--- src/rtl/sseg_mux_decoder.sv ---
// Passive monitor for a multiplexed active-low 7-segment bus: filters, decodes and stores each digit.
// Define SSEG_DEC_SYNC_EN to put 2-FF synchronisers on an_i/sseg_i when the bus is asynchronous.
module sseg_mux_decoder #(
   parameter int N_DIGITS      = 4,
   parameter int STABLE_CYCLES = 8
) (
   input  logic                  clk,
   input  logic                  rst_n,
   input  logic [N_DIGITS-1:0]   an_i,
   input  logic [6:0]            sseg_i,
   input  logic                  clr_i,
   output logic [4*N_DIGITS-1:0] digits_o,
   output logic [N_DIGITS-1:0]   digit_valid_o,
   output logic                  frame_done_o,
   output logic                  code_err_o,
   output logic                  an_err_o
);

   localparam int SW = N_DIGITS + 7;
   localparam int CW = $clog2(STABLE_CYCLES + 1);
   localparam logic [CW-1:0] CNT_MAX  = CW'(STABLE_CYCLES);
   localparam logic [CW-1:0] CNT_LAST = CW'(STABLE_CYCLES - 1);

   // Returns {hit, value}; labels are written in a..g order, so the bus is bit-reversed first.
   function automatic logic [4:0] decode_glyph(input logic [6:0] seg);
      logic [4:0] res;
      case ({seg[0], seg[1], seg[2], seg[3], seg[4], seg[5], seg[6]})
         7'b0000001: res = {1'b1, 4'h0};
         7'b1001111: res = {1'b1, 4'h1};
         7'b0010010: res = {1'b1, 4'h2};
         7'b0000110: res = {1'b1, 4'h3};
         7'b1001100: res = {1'b1, 4'h4};
         7'b0100100: res = {1'b1, 4'h5};
         7'b0100000: res = {1'b1, 4'h6};
         7'b0001111: res = {1'b1, 4'h7};
         7'b0000000: res = {1'b1, 4'h8};
         7'b0000100: res = {1'b1, 4'h9};
         7'b0001000: res = {1'b1, 4'hA};
         7'b1100000: res = {1'b1, 4'hB};
         7'b0110001: res = {1'b1, 4'hC};
         7'b1000010: res = {1'b1, 4'hD};
         7'b0110000: res = {1'b1, 4'hE};
         7'b0111000: res = {1'b1, 4'hF};
         default:    res = {1'b0, 4'h0};
      endcase
      return res;
   endfunction

   logic [SW-1:0] sample_s;

`ifdef SSEG_DEC_SYNC_EN
   logic [SW-1:0] sync1_q;
   logic [SW-1:0] sync2_q;

   // Synchronisers idle at all ones so a reset looks like display blanking.
   always_ff @(posedge clk or negedge rst_n) begin
      if (!rst_n) begin
         sync1_q <= {SW{1'b1}};
         sync2_q <= {SW{1'b1}};
      end else begin
         sync1_q <= {an_i, sseg_i};
         sync2_q <= sync1_q;
      end
   end

   assign sample_s = sync2_q;
`else
   assign sample_s = {an_i, sseg_i};
`endif

   logic [SW-1:0]         prev_q, prev_d;
   logic [CW-1:0]         cnt_q, cnt_d;
   logic [4*N_DIGITS-1:0] digits_q, digits_d;
   logic [N_DIGITS-1:0]   valid_q, valid_d;
   logic [N_DIGITS-1:0]   mask_q, mask_d;
   logic                  frame_q, frame_d;
   logic                  code_err_q, code_err_d;
   logic                  an_err_q, an_err_d;
   logic                  accept_s;
   logic [N_DIGITS-1:0]   an_s;
   logic [N_DIGITS-1:0]   mask_new_s;
   logic [6:0]            glyph_s;
   logic [4:0]            dec_s;

   assign an_s    = sample_s[SW-1:7];
   assign glyph_s = sample_s[6:0];
   assign dec_s   = decode_glyph(glyph_s);

   always_comb begin
      prev_d     = sample_s;
      cnt_d      = cnt_q;
      accept_s   = 1'b0;
      digits_d   = digits_q;
      valid_d    = valid_q;
      mask_d     = mask_q;
      frame_d    = 1'b0;
      code_err_d = code_err_q;
      an_err_d   = an_err_q;
      mask_new_s = mask_q | ~an_s;

      // Accept fires once, on the sample that takes the counter to saturation.
      if (sample_s != prev_q) begin
         cnt_d = {CW{1'b0}};
      end else if (cnt_q != CNT_MAX) begin
         cnt_d    = cnt_q + CW'(1);
         accept_s = (cnt_q == CNT_LAST);
      end else begin
         cnt_d = cnt_q;
      end

      if (clr_i) begin
         prev_d     = {SW{1'b1}};
         cnt_d      = {CW{1'b0}};
         digits_d   = {(4*N_DIGITS){1'b0}};
         valid_d    = {N_DIGITS{1'b0}};
         mask_d     = {N_DIGITS{1'b0}};
         code_err_d = 1'b0;
         an_err_d   = 1'b0;
      end else if (accept_s) begin
         if (&an_s) begin
            frame_d = 1'b0;
         end else if ($onehot(~an_s)) begin
            for (int k = 0; k < N_DIGITS; k++) begin
               if (!an_s[k]) begin
                  if (dec_s[4]) begin
                     digits_d[4*k +: 4] = dec_s[3:0];
                     valid_d[k]         = 1'b1;
                  end else if (glyph_s == 7'b1111111) begin
                     digits_d[4*k +: 4] = 4'h0;
                     valid_d[k]         = 1'b0;
                  end else begin
                     code_err_d = 1'b1;
                  end
               end else begin
                  valid_d[k] = valid_q[k];
               end
            end
            if (&mask_new_s) begin
               frame_d = 1'b1;
               mask_d  = {N_DIGITS{1'b0}};
            end else begin
               mask_d = mask_new_s;
            end
         end else begin
            an_err_d = 1'b1;
         end
      end else begin
         frame_d = 1'b0;
      end
   end

   always_ff @(posedge clk or negedge rst_n) begin
      if (!rst_n) begin
         prev_q     <= {SW{1'b1}};
         cnt_q      <= {CW{1'b0}};
         digits_q   <= {(4*N_DIGITS){1'b0}};
         valid_q    <= {N_DIGITS{1'b0}};
         mask_q     <= {N_DIGITS{1'b0}};
         frame_q    <= 1'b0;
         code_err_q <= 1'b0;
         an_err_q   <= 1'b0;
      end else begin
         prev_q     <= prev_d;
         cnt_q      <= cnt_d;
         digits_q   <= digits_d;
         valid_q    <= valid_d;
         mask_q     <= mask_d;
         frame_q    <= frame_d;
         code_err_q <= code_err_d;
         an_err_q   <= an_err_d;
      end
   end

   assign digits_o      = digits_q;
   assign digit_valid_o = valid_q;
   assign frame_done_o  = frame_q;
   assign code_err_o    = code_err_q;
   assign an_err_o      = an_err_q;

endmodule
--- config.mk ---
export PLATFORM = sky130hd
export DESIGN_NAME = sseg_mux_decoder
export DESIGN_NICKNAME = d
export VERILOG_FILES = /design/src/rtl/sseg_mux_decoder.sv
export SDC_FILE = /design/constraint.sdc
export NUM_CORES = 1
export LEC_CHECK = 0
export BUFFER_PORTS_ARGS = -buffer_cell sky130_fd_sc_hd__buf_2
export CELL_PAD_IN_SITES_DETAIL_PLACEMENT = 1
export CELL_PAD_IN_SITES_GLOBAL_PLACEMENT = 2
export CORE_MARGIN = 1.5
export CORE_UTILIZATION = 33
export CTS_BUF_LIST = sky130_fd_sc_hd__clkbuf_8
export DETAILED_ROUTE_END_ITERATION = 10
export HOLD_SLACK_MARGIN = 0.06
export PLACE_DENSITY = 0.89
export SYNTH_ARGS = -nofsm -noshare
export SYNTH_HDL_FRONTEND = slang
export SYNTH_SLANG_ARGS = --single-unit
--- constraint.sdc ---
create_clock -name clk -period 1.98 [get_ports clk]
set_input_delay 0.396 -clock clk [delete_from_list [all_inputs] [get_ports clk]]
set_output_delay 0.396 -clock clk [all_outputs]
set_load 0.05 [all_outputs]
==> impl_metrics.yaml <==
grt:
  grt_max_degree: 43
  top_usage_layer: "met2"
  antenna_found_initial: 0
  grt_overflow: 0
  use_met1_pct: 24.61
  met2_usage_pct: 33.84
  grt_pass1_vias: 2534
  grt_use_total_pct: 19.57
  globalRouteMet3Util_pct: 3.130
  grt_first_pass_wirelength_um: 12720
die:
  die_w_um: 89.93
  start_util_pct: 34.20
  fp.dieArea_sq_mm: 0.008087
  core_sq_mm: 0.007292
  die_y_um: 89.93
  placementRows: 31
  io_pins: 37
run_status:
  violations: "setup timing"
  run_status: "complete, but fails checks"
pwr:
  power_density_mw_per_mm2: 519.5
  vdd_drop_max_v: 0.0002470
  p_leak_nw: 1.516
sta:
  whs_ps: 151.9
  max_freq_mhz: 373.9
  setup_violations: 26
  period_share_pct: 135.1
  tightestPinTransition_ps: 550.1
  hold_viol: 0
  finClkSkew_ps: 7.643
  setup_ws_ps: -694.3
  drv_slew: 0
  period_needed_ps: 2674
  rsz0062_at_grt: "yes"
  slew_headroom_pct: 63.33
clock_tree:
  clk_pin_slew_ps: 90
  cts_root_buffer: "clkbuf_8"
  clkLatencyLatePin_ps: 300
  cts_tree: "done"
  cts_hold_buffers: 0
  cts_max_path_buffers: 2
  numCtsBuffers: 5
  htree_levels: 2
  clock_sinks: 42
synth:
  async_reset_ff_share_pct: 100.0
  ys_ff_latch: 42
  postSynthAreaPerCell_sq_um: 9.665
  ys_seq_area_share_pct: 42.70
  netlist_area_sq_mm: 0.002494
  synth.distinct_cells: 59
  synth-edff-count: 0
  syn_inst: 258
  synth_nets: 278
  ys_warn_count: 0
  ys.flop_type: "dfrtp_1"
placement:
  hpwl_um: 5490
  io_buffers: 36
  place_congestion: 0.8554
  post-place-ws_ps: -1093
  place_area_sq_mm: 0.003184
flow_run:
  max_cap_violations: 0
worst_setup_path:
  crit_path_end_kind: "flip-flop"
  required_ps: 2210
  cp_max_fo: 5
  worst-setup-path-type: "in -> reg"
  cp-start-kind: "input pin"
  critPathArrivalTime_ps: 2900
cells_and_area:
  antenna_cells: 0
  area.growth.synth_to_final_pct: 37.08
  drive_gt1_share_pct: 46.65
  final_area_sq_mm: 0.003418
  fin_nets: 362
routing:
  viasPerCell: 5.179
  drt-total-wl_um: 7673
  wl_per_cell_um: 17.36
  firstDrtPassIters: 4
  route.detailed.drc: 0
  vias: 2289
  postRouteAntennaNets: 0
  detailedRoute.firstIterationViolations: 83
hold_path:
  hp-class: "in -> async"
[registers in the layout (all words and copies together) (netlist names)]
signal and flops:
cnt_q 4, prev_q 11, mask_q 4, frame_done_o 1, code_err_o 1, an_err_o 1, digit_valid_o 4, digits_o 16
[metal layers]
layer	share of wire (%)	up-vias
met3	2.3	11
met1	45	1174
li1	-	1072
met4	1.8	0
met5	0	-
met2	51	32
[logic make-up after synthesis]
| family | synth area share, % |
|---|---|
| xor+xnor | 4.917 |
| mux | 2.810 |
| buf+inv | 6.924 |
| simple gates | 21.98 |
| fa+ha+maj | 3.312 |
| compound gates | 17.36 |
| flops | 42.70 |
[power by group]
part	internal (mW)	switching (mW)	total [mW]
Combinational	0.149	0.175	0.324
Sequential	0.883	0.00929	0.892
Clock	0.244	0.315	0.559
Total	1.28	0.499	1.78
[synth_stat cells, drive strengths merged, types with 3 or more instances]
| cell | instances | area (sq um) |
|---|---|---|
| a211oi | 3 | 32.53 |
| ha | 5 | 62.56 |
| or2 | 13 | 81.33 |
| o32ai | 10 | 87.58 |
| nand2 | 14 | 52.55 |
| buf | 8 | 52.55 |
| nand3 | 3 | 15.01 |
| dfrtp | 31 | 775.7 |
| o21ai | 11 | 55.05 |
| or4 | 3 | 30.03 |
| xor2 | 12 | 105.1 |
| a21oi | 7 | 35.03 |
| nor2 | 15 | 56.30 |
| clkbuf | 11 | 41.29 |
| mux2i | 7 | 70.07 |
| inv | 21 | 78.83 |
| a31oi | 4 | 25.02 |
| dfstp | 11 | 289.0 |
| nand2b | 16 | 100.1 |
| nor3 | 8 | 40.04 |
[through the flow]
step                power [mW]  util [%]  TNS (ps)  cells
floorplan                1.063         -    -18360    258
global placement         1.196     43.67    -24930    430
detailed placement       1.209     43.67    -26720    430
CTS                      1.779     46.07    -16410    440
global route             1.852     46.88    -18490    442
finish                   1.776     46.88    -16630    442
[cell usage in the layout, fill, tap and decap left out, types with 5 or more instances in the layout]
| master | netlist | layout |
|---|---|---|
| a21oi_1 | 7 | 6 |
| buf_2 | 3 | 35 |
| buf_4 | 1 | 57 |
| clkbuf_8 | 0 | 5 |
| dfrtp_1 | 31 | 31 |
| dfstp_2 | 11 | 11 |
| inv_1 | 21 | 21 |
| mux2i_1 | 7 | 7 |
| nand2_1 | 14 | 13 |
| nand2b_1 | 16 | 16 |
| nor2_1 | 15 | 13 |
| nor3_1 | 8 | 6 |
| o21ai_2 | 0 | 6 |
| o32ai_1 | 10 | 9 |
| or2_2 | 12 | 11 |
| xor2_1 | 12 | 12 |
[area by class of cell]
cell class | count | area, sq um
Timing Repair Buffer | 96 | 665.6
Clock inverter | 3 | 17.52
Sequential cell | 42 | 1065
Tap cell | 99 | 123.9
Inverter | 21 | 78.83
Clock buffer | 5 | 68.82
Multi-Input combinational cell | 176 | 1399
Fill cell | 859 | 3874
[timing repair]
action | in CTS | in global routing
resized for setup | 16 | 10
setup endpoints to repair | 26 | 26
setup buffers | 2 | 3
pin swaps | 12 | 8
[worst paths after layout]
path                                      startpoint                  endpoint  slack (ps)  cells after the start
worst max-delay path                         an_i[3]  digits_o[14]$_DFFE_PN0P_        -690                     11
min in group clk                           sseg_i[2]       prev_q[2]$_DFF_PN1_         400                      2
max in group asynchronous                      rst_n       prev_q[2]$_DFF_PN1_        1440                      2
worst min-delay path                           rst_n      cnt_q[1]$_DFFE_PN0P_         150                      2
worst min register to register  an_err_o$_DFFE_PN0P_      an_err_o$_DFFE_PN0P_         520                      2
worst max register to register   prev_q[2]$_DFF_PN1_  digits_o[13]$_DFFE_PN0P_        -270                      6
[critical path, stage by stage]
cell      delay, ps
buf_6           100
fa_1            530
inv_1            40
ha_2            180
ha_4            200
or3b_4          400
or2_4           270
nor2_2           90
a32o_2          190
a21boi_4        260
mux2i_1         240
(Power assumes the default switching activity.)
